**src/rtl/rv_ctrl_pkg.sv**
```systemverilog
// Shared encodings for the multicycle RV32I control path: opcodes, state, and the
// datapath mux/imm selects.
package rv_ctrl_pkg;

   localparam logic [6:0] OPC_LUI    = 7'b0110111;
   localparam logic [6:0] OPC_AUIPC  = 7'b0010111;
   localparam logic [6:0] OPC_JAL    = 7'b1101111;
   localparam logic [6:0] OPC_JALR   = 7'b1100111;
   localparam logic [6:0] OPC_BRANCH = 7'b1100011;
   localparam logic [6:0] OPC_LOAD   = 7'b0000011;
   localparam logic [6:0] OPC_STORE  = 7'b0100011;
   localparam logic [6:0] OPC_OP_IMM = 7'b0010011;
   localparam logic [6:0] OPC_OP     = 7'b0110011;

   typedef enum logic [2:0] {
      IMM_I  = 3'd0,
      IMM_IU = 3'd1,
      IMM_S  = 3'd2,
      IMM_B  = 3'd3,
      IMM_U  = 3'd4,
      IMM_J  = 3'd5
   } imm_sel_e;

   typedef enum logic [2:0] {
      StFetch  = 3'd0,
      StDecode = 3'd1,
      StExec   = 3'd2,
      StMem    = 3'd3,
      StWb     = 3'd4,
      StHalt   = 3'd5
   } state_e;

   typedef enum logic [1:0] {
      PC_SRC_PC4    = 2'd0,
      PC_SRC_BRANCH = 2'd1,
      PC_SRC_ALU    = 2'd2
   } pc_src_e;

   typedef enum logic [1:0] {
      WB_ALU = 2'd0,
      WB_MEM = 2'd1,
      WB_PC4 = 2'd2,
      WB_IMM = 2'd3
   } wb_sel_e;

   typedef enum logic [1:0] {
      ALU_A_RS1    = 2'd0,
      ALU_A_OLD_PC = 2'd1,
      ALU_A_ZERO   = 2'd2
   } alu_src_a_e;

   typedef enum logic [1:0] {
      ALU_B_RS2    = 2'd0,
      ALU_B_IMM    = 2'd1,
      ALU_B_CONST4 = 2'd2
   } alu_src_b_e;

   typedef enum logic [1:0] {
      ALU_ADD   = 2'd0,
      ALU_SUB   = 2'd1,
      ALU_FUNCT = 2'd2
   } alu_mode_e;

endpackage

```
**src/rtl/mc_control_if.sv**
```systemverilog
// Unified memory port handshake between the control FSM (master) and memory (slave).
interface mc_control_if;
   logic mem_req;
   logic mem_we;
   logic mem_addr_sel;
   logic mem_ready;

   modport master (
      output mem_req,
      output mem_we,
      output mem_addr_sel,
      input  mem_ready
   );

   modport slave (
      input  mem_req,
      input  mem_we,
      input  mem_addr_sel,
      output mem_ready
   );
endinterface

```
**src/rtl/imm_sel_decode.sv**
```systemverilog
// Opcode to immediate-format decode plus a supported-opcode flag; IMM_IU is never produced.
module imm_sel_decode
   import rv_ctrl_pkg::*;
(
   input  logic [6:0] i_opcode,
   output logic [2:0] o_imm_sel,
   output logic       o_supported
);

   always_comb begin
      o_imm_sel   = IMM_I;
      o_supported = 1'b1;
      case (i_opcode)
         OPC_OP_IMM, OPC_LOAD, OPC_JALR, OPC_OP: o_imm_sel = IMM_I;
         OPC_STORE:                              o_imm_sel = IMM_S;
         OPC_BRANCH:                             o_imm_sel = IMM_B;
         OPC_LUI, OPC_AUIPC:                     o_imm_sel = IMM_U;
         OPC_JAL:                                o_imm_sel = IMM_J;
         default:                                o_supported = 1'b0;
      endcase
   end

endmodule

```
**src/rtl/mc_control.sv**
```systemverilog
// Main control FSM of the multicycle RV32I core. Define HALT_ON_ILLEGAL_EN to stop in
// HALT on an unsupported opcode; otherwise such opcodes retire as NOPs.
module mc_control
   import rv_ctrl_pkg::*;
#(
   parameter logic [2:0] RESET_STATE_DBG = 3'd0
) (
   input  logic        i_clk,
   input  logic        i_rst,
   input  logic [31:0] i_instr,
   input  logic        i_branch_taken,
   mc_control_if.master mem_if,
   output logic        o_ir_write,
   output logic        o_pc_write,
   output logic [1:0]  o_pc_src,
   output logic [1:0]  o_alu_src_a,
   output logic [1:0]  o_alu_src_b,
   output logic [1:0]  o_alu_mode,
   output logic [2:0]  o_imm_sel,
   output logic        o_reg_write,
   output logic [1:0]  o_wb_sel,
   output logic        o_illegal,
   output logic [2:0]  o_state_dbg
);

   state_e     r_state;
   state_e     w_next_state;
   logic [6:0] w_opcode;
   logic [2:0] w_imm_sel;
   logic       w_supported;
   logic       w_unused_instr;

   assign w_opcode       = i_instr[6:0];
   assign w_unused_instr = ^i_instr[31:7];

   imm_sel_decode u_imm_sel_decode (
      .i_opcode    (w_opcode),
      .o_imm_sel   (w_imm_sel),
      .o_supported (w_supported)
   );

   always_ff @(posedge i_clk) begin
      if (i_rst) begin
         r_state <= StFetch;
      end else begin
         r_state <= w_next_state;
      end
   end

`ifdef HALT_ON_ILLEGAL_EN
   logic r_illegal;

   always_ff @(posedge i_clk) begin
      if (i_rst) begin
         r_illegal <= 1'b0;
      end else if (r_state == StDecode && !w_supported) begin
         r_illegal <= 1'b1;
      end
   end
`endif

   always_comb begin
      w_next_state = r_state;
      unique case (r_state)
         StFetch: begin
            if (mem_if.mem_ready) w_next_state = StDecode;
         end
         StDecode: begin
            if (w_supported) begin
               w_next_state = StExec;
            end else begin
`ifdef HALT_ON_ILLEGAL_EN
               w_next_state = StHalt;
`else
               w_next_state = StFetch;
`endif
            end
         end
         StExec: begin
            case (w_opcode)
               OPC_OP, OPC_OP_IMM, OPC_AUIPC: w_next_state = StWb;
               OPC_LOAD, OPC_STORE:           w_next_state = StMem;
               default:                       w_next_state = StFetch;
            endcase
         end
         StMem: begin
            if (mem_if.mem_ready) begin
               w_next_state = (w_opcode == OPC_LOAD) ? StWb : StFetch;
            end
         end
         StWb:    w_next_state = StFetch;
         StHalt:  w_next_state = StHalt;
         default: w_next_state = StFetch;
      endcase
   end

   always_comb begin
      o_ir_write          = 1'b0;
      o_pc_write          = 1'b0;
      o_pc_src            = PC_SRC_PC4;
      mem_if.mem_req      = 1'b0;
      mem_if.mem_we       = 1'b0;
      mem_if.mem_addr_sel = 1'b0;
      o_alu_src_a         = ALU_A_RS1;
      o_alu_src_b         = ALU_B_RS2;
      o_alu_mode          = ALU_ADD;
      o_imm_sel           = IMM_I;
      o_reg_write         = 1'b0;
      o_wb_sel            = WB_ALU;
      o_illegal           = 1'b0;
      o_state_dbg         = RESET_STATE_DBG;
      if (!i_rst) begin
         o_state_dbg = r_state;
         if (r_state != StHalt) o_imm_sel = w_imm_sel;
         // ALU setup held from EXEC through WB so an unregistered ALU result stays valid.
         if (r_state == StExec || r_state == StMem || r_state == StWb) begin
            case (w_opcode)
               OPC_OP: o_alu_mode = ALU_FUNCT;
               OPC_OP_IMM: begin
                  o_alu_src_b = ALU_B_IMM;
                  o_alu_mode  = ALU_FUNCT;
               end
               OPC_LOAD, OPC_STORE, OPC_JALR: o_alu_src_b = ALU_B_IMM;
               OPC_BRANCH: o_alu_mode = ALU_SUB;
               OPC_AUIPC: begin
                  o_alu_src_a = ALU_A_OLD_PC;
                  o_alu_src_b = ALU_B_IMM;
               end
               default: ;
            endcase
         end
         unique case (r_state)
            StFetch: begin
               mem_if.mem_req = 1'b1;
               if (mem_if.mem_ready) begin
                  o_ir_write = 1'b1;
                  o_pc_write = 1'b1;
               end
            end
            StDecode: o_illegal = !w_supported;
            StExec: begin
               case (w_opcode)
                  OPC_BRANCH: begin
                     o_pc_src   = PC_SRC_BRANCH;
                     o_pc_write = i_branch_taken;
                  end
                  OPC_JAL: begin
                     o_pc_src    = PC_SRC_BRANCH;
                     o_pc_write  = 1'b1;
                     o_reg_write = 1'b1;
                     o_wb_sel    = WB_PC4;
                  end
                  OPC_JALR: begin
                     o_pc_src    = PC_SRC_ALU;
                     o_pc_write  = 1'b1;
                     o_reg_write = 1'b1;
                     o_wb_sel    = WB_PC4;
                  end
                  OPC_LUI: begin
                     o_reg_write = 1'b1;
                     o_wb_sel    = WB_IMM;
                  end
                  default: ;
               endcase
            end
            StMem: begin
               mem_if.mem_req      = 1'b1;
               mem_if.mem_addr_sel = 1'b1;
               mem_if.mem_we       = (w_opcode == OPC_STORE);
            end
            StWb: begin
               o_reg_write = 1'b1;
               o_wb_sel    = (w_opcode == OPC_LOAD) ? WB_MEM : WB_ALU;
            end
            StHalt:  ;
            default: ;
         endcase
`ifdef HALT_ON_ILLEGAL_EN
         o_illegal = o_illegal | r_illegal;
`endif
      end
   end

endmodule

```
**src/flat_wrapper.sv**
```systemverilog
// flat-port wrapper written by rule: the top's interface ports become plain ports
module mc_control_flat import rv_ctrl_pkg::*;
#(
   parameter logic [2:0] RESET_STATE_DBG = 3'd0
)
  (i_clk, i_rst, i_instr, i_branch_taken, o_ir_write, o_pc_write, o_pc_src, o_alu_src_a, o_alu_src_b, o_alu_mode, o_imm_sel, o_reg_write, o_wb_sel, o_illegal, o_state_dbg, mem_if_mem_req, mem_if_mem_we, mem_if_mem_addr_sel, mem_if_mem_ready);
  mc_control_if mem_if_i ();
  input  logic i_clk;
  input  logic i_rst;
  input  logic [31:0] i_instr;
  input  logic i_branch_taken;
  output logic o_ir_write;
  output logic o_pc_write;
  output logic [1:0] o_pc_src;
  output logic [1:0] o_alu_src_a;
  output logic [1:0] o_alu_src_b;
  output logic [1:0] o_alu_mode;
  output logic [2:0] o_imm_sel;
  output logic o_reg_write;
  output logic [1:0] o_wb_sel;
  output logic o_illegal;
  output logic [2:0] o_state_dbg;
  output wire logic [$bits(mem_if_i.mem_req)-1:0] mem_if_mem_req;
  output wire logic [$bits(mem_if_i.mem_we)-1:0] mem_if_mem_we;
  output wire logic [$bits(mem_if_i.mem_addr_sel)-1:0] mem_if_mem_addr_sel;
  input wire logic [$bits(mem_if_i.mem_ready)-1:0] mem_if_mem_ready;
  assign mem_if_mem_req = mem_if_i.mem_req;
  assign mem_if_mem_we = mem_if_i.mem_we;
  assign mem_if_mem_addr_sel = mem_if_i.mem_addr_sel;
  assign mem_if_i.mem_ready = mem_if_mem_ready;
  mc_control #(.RESET_STATE_DBG(RESET_STATE_DBG)) u_core (.i_clk(i_clk), .i_rst(i_rst), .i_instr(i_instr), .i_branch_taken(i_branch_taken), .mem_if(mem_if_i), .o_ir_write(o_ir_write), .o_pc_write(o_pc_write), .o_pc_src(o_pc_src), .o_alu_src_a(o_alu_src_a), .o_alu_src_b(o_alu_src_b), .o_alu_mode(o_alu_mode), .o_imm_sel(o_imm_sel), .o_reg_write(o_reg_write), .o_wb_sel(o_wb_sel), .o_illegal(o_illegal), .o_state_dbg(o_state_dbg));
endmodule
```
**config.mk**
```make
export PLATFORM = sky130hd
export DESIGN_NAME = mc_control_flat
export DESIGN_NICKNAME = d
export VERILOG_FILES = /design/src/rtl/rv_ctrl_pkg.sv /design/src/rtl/mc_control_if.sv /design/src/rtl/imm_sel_decode.sv /design/src/rtl/mc_control.sv /design/src/flat_wrapper.sv
export SDC_FILE = /design/constraint.sdc
export NUM_CORES = 1
export LEC_CHECK = 0
export BUFFER_PORTS_ARGS = -buffer_cell sky130_fd_sc_hd__buf_2
export CAP_MARGIN = 20
export CORE_ASPECT_RATIO = 0.8
export CORE_MARGIN = 2
export CORE_UTILIZATION = 31
export DETAILED_ROUTE_END_ITERATION = 8
export HOLD_SLACK_MARGIN = 0.1
export PLACE_DENSITY = 0.75
export SKIP_CTS_REPAIR_TIMING = 1
export SYNTH_ARGS = -nofsm -noshare
export SYNTH_HDL_FRONTEND = slang
export SYNTH_SLANG_ARGS = --single-unit
```
**constraint.sdc**
```tcl
create_clock -name i_clk -period 1.8 [get_ports i_clk]
set_clock_uncertainty 0.05 [all_clocks]
set_input_delay 0.36 -clock i_clk [delete_from_list [all_inputs] [get_ports i_clk]]
set_output_delay 0.36 -clock i_clk [all_outputs]
set_load 0.05 [all_outputs]
```
==> results of run 1 <==
-- per-layer routing --
metal / global-route usage [%] / up-vias / share of wire (%)
li1: - / 485 / -
met1: 32.12 / 564 / 37
met2: 38.00 / 116 / 46
met3: 1.071 / 36 / 10
met4: 6.667 / 0 / 6.6
met5: 0 / - / 0
-- cell type report --
type	count	area (um2)	area share [%]
clock buffers	4	26.28	1.602
inverters	6	41.29	2.517
well taps	22	27.53	1.678
repair buffers	71	645.6	39.36
flip-flops and latches	3	63.81	3.890
multi-input cells	81	835.8	50.95
-- cell usage after synthesis (2+ instances only) --
cell / number
nor2_1: 12
a21oi_1: 9
nand2_1: 8
inv_1: 6
nand3_1: 6
nor3_1: 5
nor4_1: 5
nand2b_1: 4
nor2b_1: 4
dfxtp_1: 3
or3_1: 3
a31oi_1: 2
buf_4: 2
buf_6: 2
clkbuf_1: 2
o31ai_1: 2
or2_1: 2
-- logic make-up (layout without fill, tap and decap cells) --
group / Yosys count / count (layout)
AND/OR/NAND/NOR: 57 / 57
AO/OA/AOI/OAI: 22 / 22
buffers and inverters: 13 / 81
flip-flops: 3 / 3
other: 1 / 2
-- how the worst min path moves through the flow --
stage,slack (ns),start,to,depth (start not counted)
3_3_place_gp,0.61,u_core.r_state[1],u_core.r_state[0],3
3_5_place_dp,0.62,u_core.r_state[1],u_core.r_state[0],3
4_1_cts,0.50,i_rst,u_core.r_state[0],3
5_1_grt,0.47,i_instr[2],u_core.r_state[1],3
6_report,0.49,i_instr[2],u_core.r_state[1],3
2_1_floorplan,0.51,i_rst,u_core.r_state[0],2
-- metrics by stage --
| stage | TNS (ns) | hold slack [ns] | utilization, % | setup slack [ns] | power (mW) |
|---|---|---|---|---|---|
| floorplan | -0.7427 | 0.5145 | - | -0.3207 | 0.2271 |
| global placement | -2.638 | 0.6073 | 71.08 | -0.5026 | 0.2986 |
| detailed placement | -2.887 | 0.6191 | 71.08 | -0.5306 | 0.3036 |
| CTS | -3.226 | 0.5041 | 72.63 | -0.5345 | 0.4208 |
| global route | -2.314 | 0.4695 | 96.97 | -0.4524 | 0.5572 |
| finish | -1.742 | 0.4854 | 96.97 | -0.4182 | 0.5329 |
-- power breakdown --
group | switching [mW] | internal [mW] | total [mW]
Clock | 0.0437 | 0.0836 | 0.127
Sequential | 0.00649 | 0.0702 | 0.0767
Combinational | 0.194 | 0.135 | 0.329
Total | 0.245 | 0.288 | 0.533
-- worst max-delay path, cell delays in order --
cell,delay [ns]
buf_6,0.10
or2_4,0.25
or4_4,0.43
or3_4,0.36
a21boi_4,0.14
buf_6,0.17
==> results.yml, run 1 <==
cells_and_area:
  diodes: 0
  largestRegisters: "u_core.r_state (3)"
  final_common_cell: "buf_6"
  drive_above_1_share_pct: 77.58
  final_cell_mix: "buf_6, buf_4, buf_2"
  nFillCells: 31
  fin_nets: 202
  area_growth_pct: 183.8
  regMostFlops: "u_core.r_state"
  final_cells: 187
  largest_reg_flops: 3
  design_area_um2: 1640
job:
  cap_violations: 0
routing:
  drtIter0Drc: 78
  avgRoutedWirePerCell_um: 24.03
  drt-total-wl_mm: 4.494
  vias_per_cell: 6.422
  first_pass_iters: 4
  ant_nets: 0
  vias: 1201
  drc_errors: 0
place:
  dp.cells: 174
  place_hpwl_mm: 2.013
  place_area_um2: 1202
  io_buffers: 31
  place.gp.congestion: 0.8836
synth:
  async_reset_ff_share_pct: 0
  synthCells: 96
  synth_area_um2: 578.1
  synth_seq_cells: 3
  synth_top_area_cell: "dfxtp_1"
  yosys.area.top_type_share_pct: 10.39
  synth.distinct_cells: 36
  synth_top_family_by_area: "simple AND/OR/NAND/NOR gates"
  synthSimpleGateAreaFrac_pct: 51.95
  synth-compound-area-share_pct: 24.46
  syn_area_per_cell_um2: 6.021
  yosys_warnings: 0
  synth_top_flop_cell: "dfxtp_1"
  synth_edf_count: 0
  synth_mux_area_share_pct: 0
  synth-xor-area-share_pct: 0
  ys_top_cells_by_area: "dfxtp_1, a21oi_1, nor2_1, nor4_1, nand3_1"
  ys_seq_area_share_pct: 10.39
  synth_fa_ha_area_share_pct: 0
worst_setup_path:
  crit_arrival_ns: 1.81
  crit_type: "in2out"
  reg2reg_from: "u_core.r_state[2]"
  r2r-end: "u_core.r_state[2]"
  crit_path_start: "i_instr[6]"
  reg2reg_setup_slack_ns: 0.19
  cp.required_ns: 1.39
  start_kind: "primary input"
  worstPathMaxFanout: 2
  crit_path_end_kind: "primary output"
  worst-r2r-cell-count: 6
  crit_path_end: "o_wb_sel[0]"
timing:
  setup_viol: 14
  drv_slew: 0
  rsz0062_at_grt: "yes"
  max-slew-margin-rel_pct: 67.76
  hold_viol: 0
  timing.fmax_mhz: 450.8
  fin_crit_sh_pct: 123.2
  worst_slack_ns: -0.4182
  worst_pin_slew_ns: 0.4715
  post-route-min-period_ns: 2.218
floorplanning:
  die_w_um: 52.28
  initial_core_util_pct: 34.17
  dieArea_um2: 2228
  fp.dieH_um: 42.63
  rows: 13
  num_io_pins: 59
  coreArea_um2: 1692
outcome:
  violations: "setup timing"
  status: "finished with violations"
global_route:
  grt_max_degree: 12
  antenna_found_initial: 0
  grt_pass1_wl_mm: 3.967
  grt_pass1_vias: 870
  overflow: 0
  grt_use_total_pct: 23.08
clock_network:
  cts_buffer_depth: 2
  clkTransAtPathRegs_ns: 0.03
  numCtsBuffers: 3
  cts_tree: "done"
  clock_latency_ns: 0.25
  cts_sinks: 3
  h-tree-depth: 1
  root_buffer: "clkbuf_4"
pwr:
  power.density_nw_per_um2: 324.9
  power_leakage_nw: 0.7010
  peakVddDrop_mv: 0.6196
hold_path:
  hold_class: "in2reg"
No activity file was read; power rests on OpenSTA's default activity.
==> inputs of run 2 (changes only) <==
--- a/config.mk
+++ b/config.mk
@@ -12,7 +12,7 @@
 export CORE_UTILIZATION = 31
 export DETAILED_ROUTE_END_ITERATION = 8
 export HOLD_SLACK_MARGIN = 0.1
-export PLACE_DENSITY = 0.75
+export PLACE_DENSITY = 0.74
 export SKIP_CTS_REPAIR_TIMING = 1
 export SYNTH_ARGS = -nofsm -noshare
 export SYNTH_HDL_FRONTEND = slang
==> results.yml, run 2 (synthesized netlist as in run 1, its figures left out) <==
hold_path:
  hold_class: "in2reg"
  whs_path_depth: 3
clock_network:
  clkTransAtPathRegs_ns: 0.03
  cts_tree: "done"
  cts_sinks: 3
  clock_latency_ns: 0.23
  root_buffer: "clkbuf_4"
  cts_buffer_depth: 2
  h-tree-depth: 1
  numCtsBuffers: 3
routing:
  avgRoutedWirePerCell_um: 19.20
  first_pass_iters: 6
  vias: 1072
  vias_per_cell: 5.923
  ant_nets: 0
  drt-total-wl_mm: 3.476
  drc_errors: 0
  drtIter0Drc: 54
worst_setup_path:
  worst-r2r-cell-count: 4
  crit_type: "in2out"
  path_cells: "buf_6, or2_4, or4_4, or3_4, a21boi_4, buf_6"
  worstPathMaxFanout: 2
  crit_buf_inv: 2
  crit_path_frequent_cell: "buf_6"
  crit_path_end_kind: "primary output"
  crit_arrival_ns: 1.80
  start_kind: "primary input"
  crit_family: "simple AND/OR/NAND/NOR gates"
  cp.depth: 6
  cp.required_ns: 1.39
  slowest_delay_ns: 0.42
  slowest_stage: "or4_4"
timing:
  fin_crit_sh_pct: 122.9
  setup_viol: 14
  max-slew-margin-rel_pct: 66.37
  worst_pin_slew_ns: 0.4980
  hold_viol: 0
  drv_slew: 0
  post-route-min-period_ns: 2.213
  worst_slack_ns: -0.4126
  rsz0062_at_grt: "yes"
  timing.fmax_mhz: 452.0
cells_and_area:
  final_cell_mix: "buf_4, buf_6, buf_2"
  final_common_cell: "buf_4"
  area_growth_pct: 163.6
  regMostFlops: "u_core.r_state"
  seq_area_um2: 66.31
  fin_nets: 196
  diodes: 0
  largest_reg_flops: 3
  largestRegisters: "u_core.r_state (3)"
  final_util_pct: 90.09
  multiInputGateArea_um2: 808.3
  drive_above_1_share_pct: 75.47
  nFillCells: 75
  final_cells: 181
pwr:
  power.density_nw_per_um2: 312.9
  power_leakage_nw: 0.6603
  peakVddDrop_mv: 0.5564
global_route:
  antenna_found_initial: 0
  grt_use_total_pct: 21.09
  grt_max_degree: 12
  overflow: 0
  grt_pass1_vias: 834
  grt_pass1_wl_mm: 3.698
floorplanning:
  fp.dieH_um: 42.63
  dieArea_um2: 2228
  die_w_um: 52.28
  rows: 13
  coreArea_um2: 1692
  num_io_pins: 59
  initial_core_util_pct: 34.17
place:
  io_buffers: 31
  place.gp.congestion: 0.9222
  dp.cells: 172
  place_hpwl_mm: 1.931
job:
  cap_violations: 0
outcome:
  violations: "setup timing"
  status: "finished with violations"
run 2: final cells by class:
type	count	area share [%]
repair buffers	65	36.86
well taps	22	1.806
multi-input cells	81	53.04
flip-flops and latches	3	4.351
clock buffers	4	1.724
inverters	6	2.217
run 2: worst min-delay path, delay by kind of cell:
| family | cells | cell delay [ns] |
|---|---|---|
| simple gates | 1 | 0.13 |
| compound gates | 1 | 0.13 |
| buf+inv | 1 | 0.11 |
run 2: report_power, final:
| group | switching, mW | total [mW] | internal [mW] |
|---|---|---|---|
| logic | 0.173 | 0.284 | 0.111 |
| clock network | 0.0354 | 0.118 | 0.0831 |
| registers | 0.00599 | 0.0748 | 0.0688 |
run 2: path summary, 6_finish.rpt:
path	from	end	slack, ns
worst min register to register	u_core.r_state[0]	u_core.r_state[2]	0.63
worst max-delay path	i_instr[6]	o_wb_sel[0]	-0.41
worst min-delay path	i_instr[2]	u_core.r_state[1]	0.52
worst max register to register	u_core.r_state[0]	u_core.r_state[2]	0.10
run 2: per-layer routing:
layer	global-route usage [%]	vias up	part of all wire (%)
met3	2.143	14	8.3
met4	2.564	0	2.7
li1	-	473	-
met5	0	-	0
met2	34.75	84	48
met1	30.06	501	41
run 2: metrics by stage:
stage	hold slack [ns]	cell area, um2	setup TNS (ns)	setup WS [ns]	power (mW)
5_1_grt	0.5103	1524	-2.409	-0.4333	0.5007
2_1_floorplan	0.5145	859.6	-0.7427	-0.3207	0.2271
3_5_place_dp	0.6604	1187	-3.119	-0.5240	0.3006
6_report	0.5192	1524	-1.796	-0.4126	0.4769
4_1_cts	0.4889	1214	-3.605	-0.5287	0.4207
3_3_place_gp	0.6463	1187	-2.833	-0.5006	0.2962
==> inputs of run 3 (changes only) <==
--- a/config.mk
+++ b/config.mk
@@ -8,7 +8,6 @@
 export BUFFER_PORTS_ARGS = -buffer_cell sky130_fd_sc_hd__buf_2
 export CAP_MARGIN = 20
 export CORE_ASPECT_RATIO = 0.8
-export CORE_MARGIN = 2
 export CORE_UTILIZATION = 31
 export DETAILED_ROUTE_END_ITERATION = 8
 export HOLD_SLACK_MARGIN = 0.1
==> results.yml, run 3 (synthesized netlist as in run 1, its figures left out) <==
global_route:
  grt_use_total_pct: 25.41
  grt_pass1_vias: 825
  grt_max_degree: 12
  overflow: 0
  grt_pass1_wl_mm: 3.732
  antenna_found_initial: 0
clock_network:
  clock_latency_ns: 0.25
  cts_tree: "done"
  numCtsBuffers: 3
  cts_buffer_depth: 2
  h-tree-depth: 1
  cts_sinks: 3
  root_buffer: "clkbuf_4"
  clkTransAtPathRegs_ns: 0.05
routing:
  ant_nets: 0
  drtIter0Drc: 143
  drt-total-wl_mm: 4.682
  vias: 1274
  drc_errors: 0
  first_pass_iters: 5
  avgRoutedWirePerCell_um: 25.04
  vias_per_cell: 6.813
pwr:
  p_int_mw: 0.2922
  p_seq_share_pct: 13.5
  peakVddDrop_mv: 0.3818
  p_sw_share_pct: 47.00
  power.density_nw_per_um2: 333.1
  pwr-share-comb_pct: 61.0
  power_leakage_nw: 0.7225
  p_switching_mw: 0.2591
  p_clk_share_pct: 25.6
timing:
  max-slew-margin-rel_pct: 60.17
  post-route-min-period_ns: 2.281
  timing.fmax_mhz: 438.3
  drv_slew: 0
  hold_viol: 0
  fin_crit_sh_pct: 126.7
  setup_viol: 17
  rsz0062_at_grt: "yes"
  worst_slack_ns: -0.4815
  worst_pin_slew_ns: 0.5824
cells_and_area:
  design_area_um2: 1655
  area_growth_pct: 186.4
  final_util_pct: 97.86
  final_cell_mix: "buf_6, buf_4, buf_2"
  fin_nets: 202
  final_cells: 187
  final_common_cell: "buf_6"
  diodes: 0
  nFillCells: 24
  largest_reg_flops: 3
  drive_above_1_share_pct: 75.76
  largestRegisters: "u_core.r_state (3)"
  regMostFlops: "u_core.r_state"
floorplanning:
  rows: 13
  die_w_um: 50.28
  initial_core_util_pct: 34.17
  num_io_pins: 59
  coreArea_um2: 1692
  dieArea_um2: 2043
  fp.dieH_um: 40.63
worst_setup_path:
  crit_buf_inv: 2
  crit_arrival_ns: 1.87
  slowest_delay_ns: 0.45
  reg2reg_from: "u_core.r_state[0]"
  path_cells: "buf_8, or2_1, or4_4, or3_4, a21boi_4, buf_6"
  slowest_stage: "or4_4"
  crit_path_end_kind: "primary output"
  crit_family: "simple AND/OR/NAND/NOR gates"
  crit_type: "in2out"
  worstPathMaxFanout: 2
  crit_path_start: "i_instr[6]"
  cp.required_ns: 1.39
  start_kind: "primary input"
place:
  place_hpwl_mm: 2.014
  dp.cells: 172
  io_buffers: 31
  pre_cts_ws_ns: -0.5644
  place_area_um2: 1187
  place.gp.congestion: 0.9591
hold_path:
  hold_class: "in2reg"
  min_from: "i_rst"
job:
  cap_violations: 0
outcome:
  status: "finished with violations"
  violations: "setup timing"
## run 3: cell count changes in the layout (fill, tap and decap cells not counted), sizes merged
| cell | before | now |
|---|---|---|
| buf | 65 | 70 |
| inv | 5 | 4 |
| clkbuf | 4 | 5 |
| clkinv | 0 | 1 |
## run 3: worst register-to-register path, stage by stage (launching register included)
cell and delay [ns]:
dfxtp_2 0.35, buf_6 0.14, nor2b_1 0.33, o21bai_1 0.10
a2111oi_0 0.59
## run 3: cell type report
| class | count | area, um2 | share of cell area [%] |
|---|---|---|---|
| repair buffers | 71 | 659.4 | 39.83 |
| clock buffers | 4 | 26.28 | 1.587 |
| well taps | 22 | 27.53 | 1.663 |
| inverters | 6 | 38.79 | 2.343 |
| flip-flops and latches | 3 | 63.81 | 3.855 |
| multi-input cells | 81 | 839.6 | 50.72 |
## run 3: metal layers
| metal | wire length, um | vias to the layer above | part of all wire (%) | track usage, % |
|---|---|---|---|---|
| li1 | - | 492 | - | - |
| met1 | 1548 | 560 | 33 | 31.60 |
| met2 | 2138 | 161 | 46 | 44.33 |
| met3 | 633 | 61 | 14 | 4.074 |
| met4 | 361 | 0 | 7.7 | 12.14 |
| met5 | 0 | - | 0 | 0 |
## run 3: power by group through the flow
stage          Combinational, mW  Sequential (mW)  Clock, mW
2_1_floorplan              0.155           0.0717          0
3_3_place_gp               0.223           0.0733          0
3_5_place_dp               0.229           0.0736          0
4_1_cts                    0.229           0.0725      0.124
5_1_grt                    0.343           0.0742      0.146
6_report                   0.336           0.0744      0.141
## run 3: final timing paths
path                       endpoint  slack (ns)  cells after the start
setup / recovery        o_wb_sel[0]       -0.48                      6
hold / removal    u_core.r_state[2]        0.40                      2
setup reg to reg  u_core.r_state[2]        0.05                      4
hold reg to reg   u_core.r_state[0]        0.56                      2
## run 3: through the flow
step                setup TNS [ns]  hold slack (ns)  power (mW)
global placement            -2.621           0.5262      0.2959
detailed placement          -3.002           0.5393      0.3021
finish                      -2.857           0.4037      0.5513
floorplan                  -0.7427           0.5145      0.2271
global route                -3.190           0.4138      0.5633
CTS                         -3.620           0.3735      0.4254
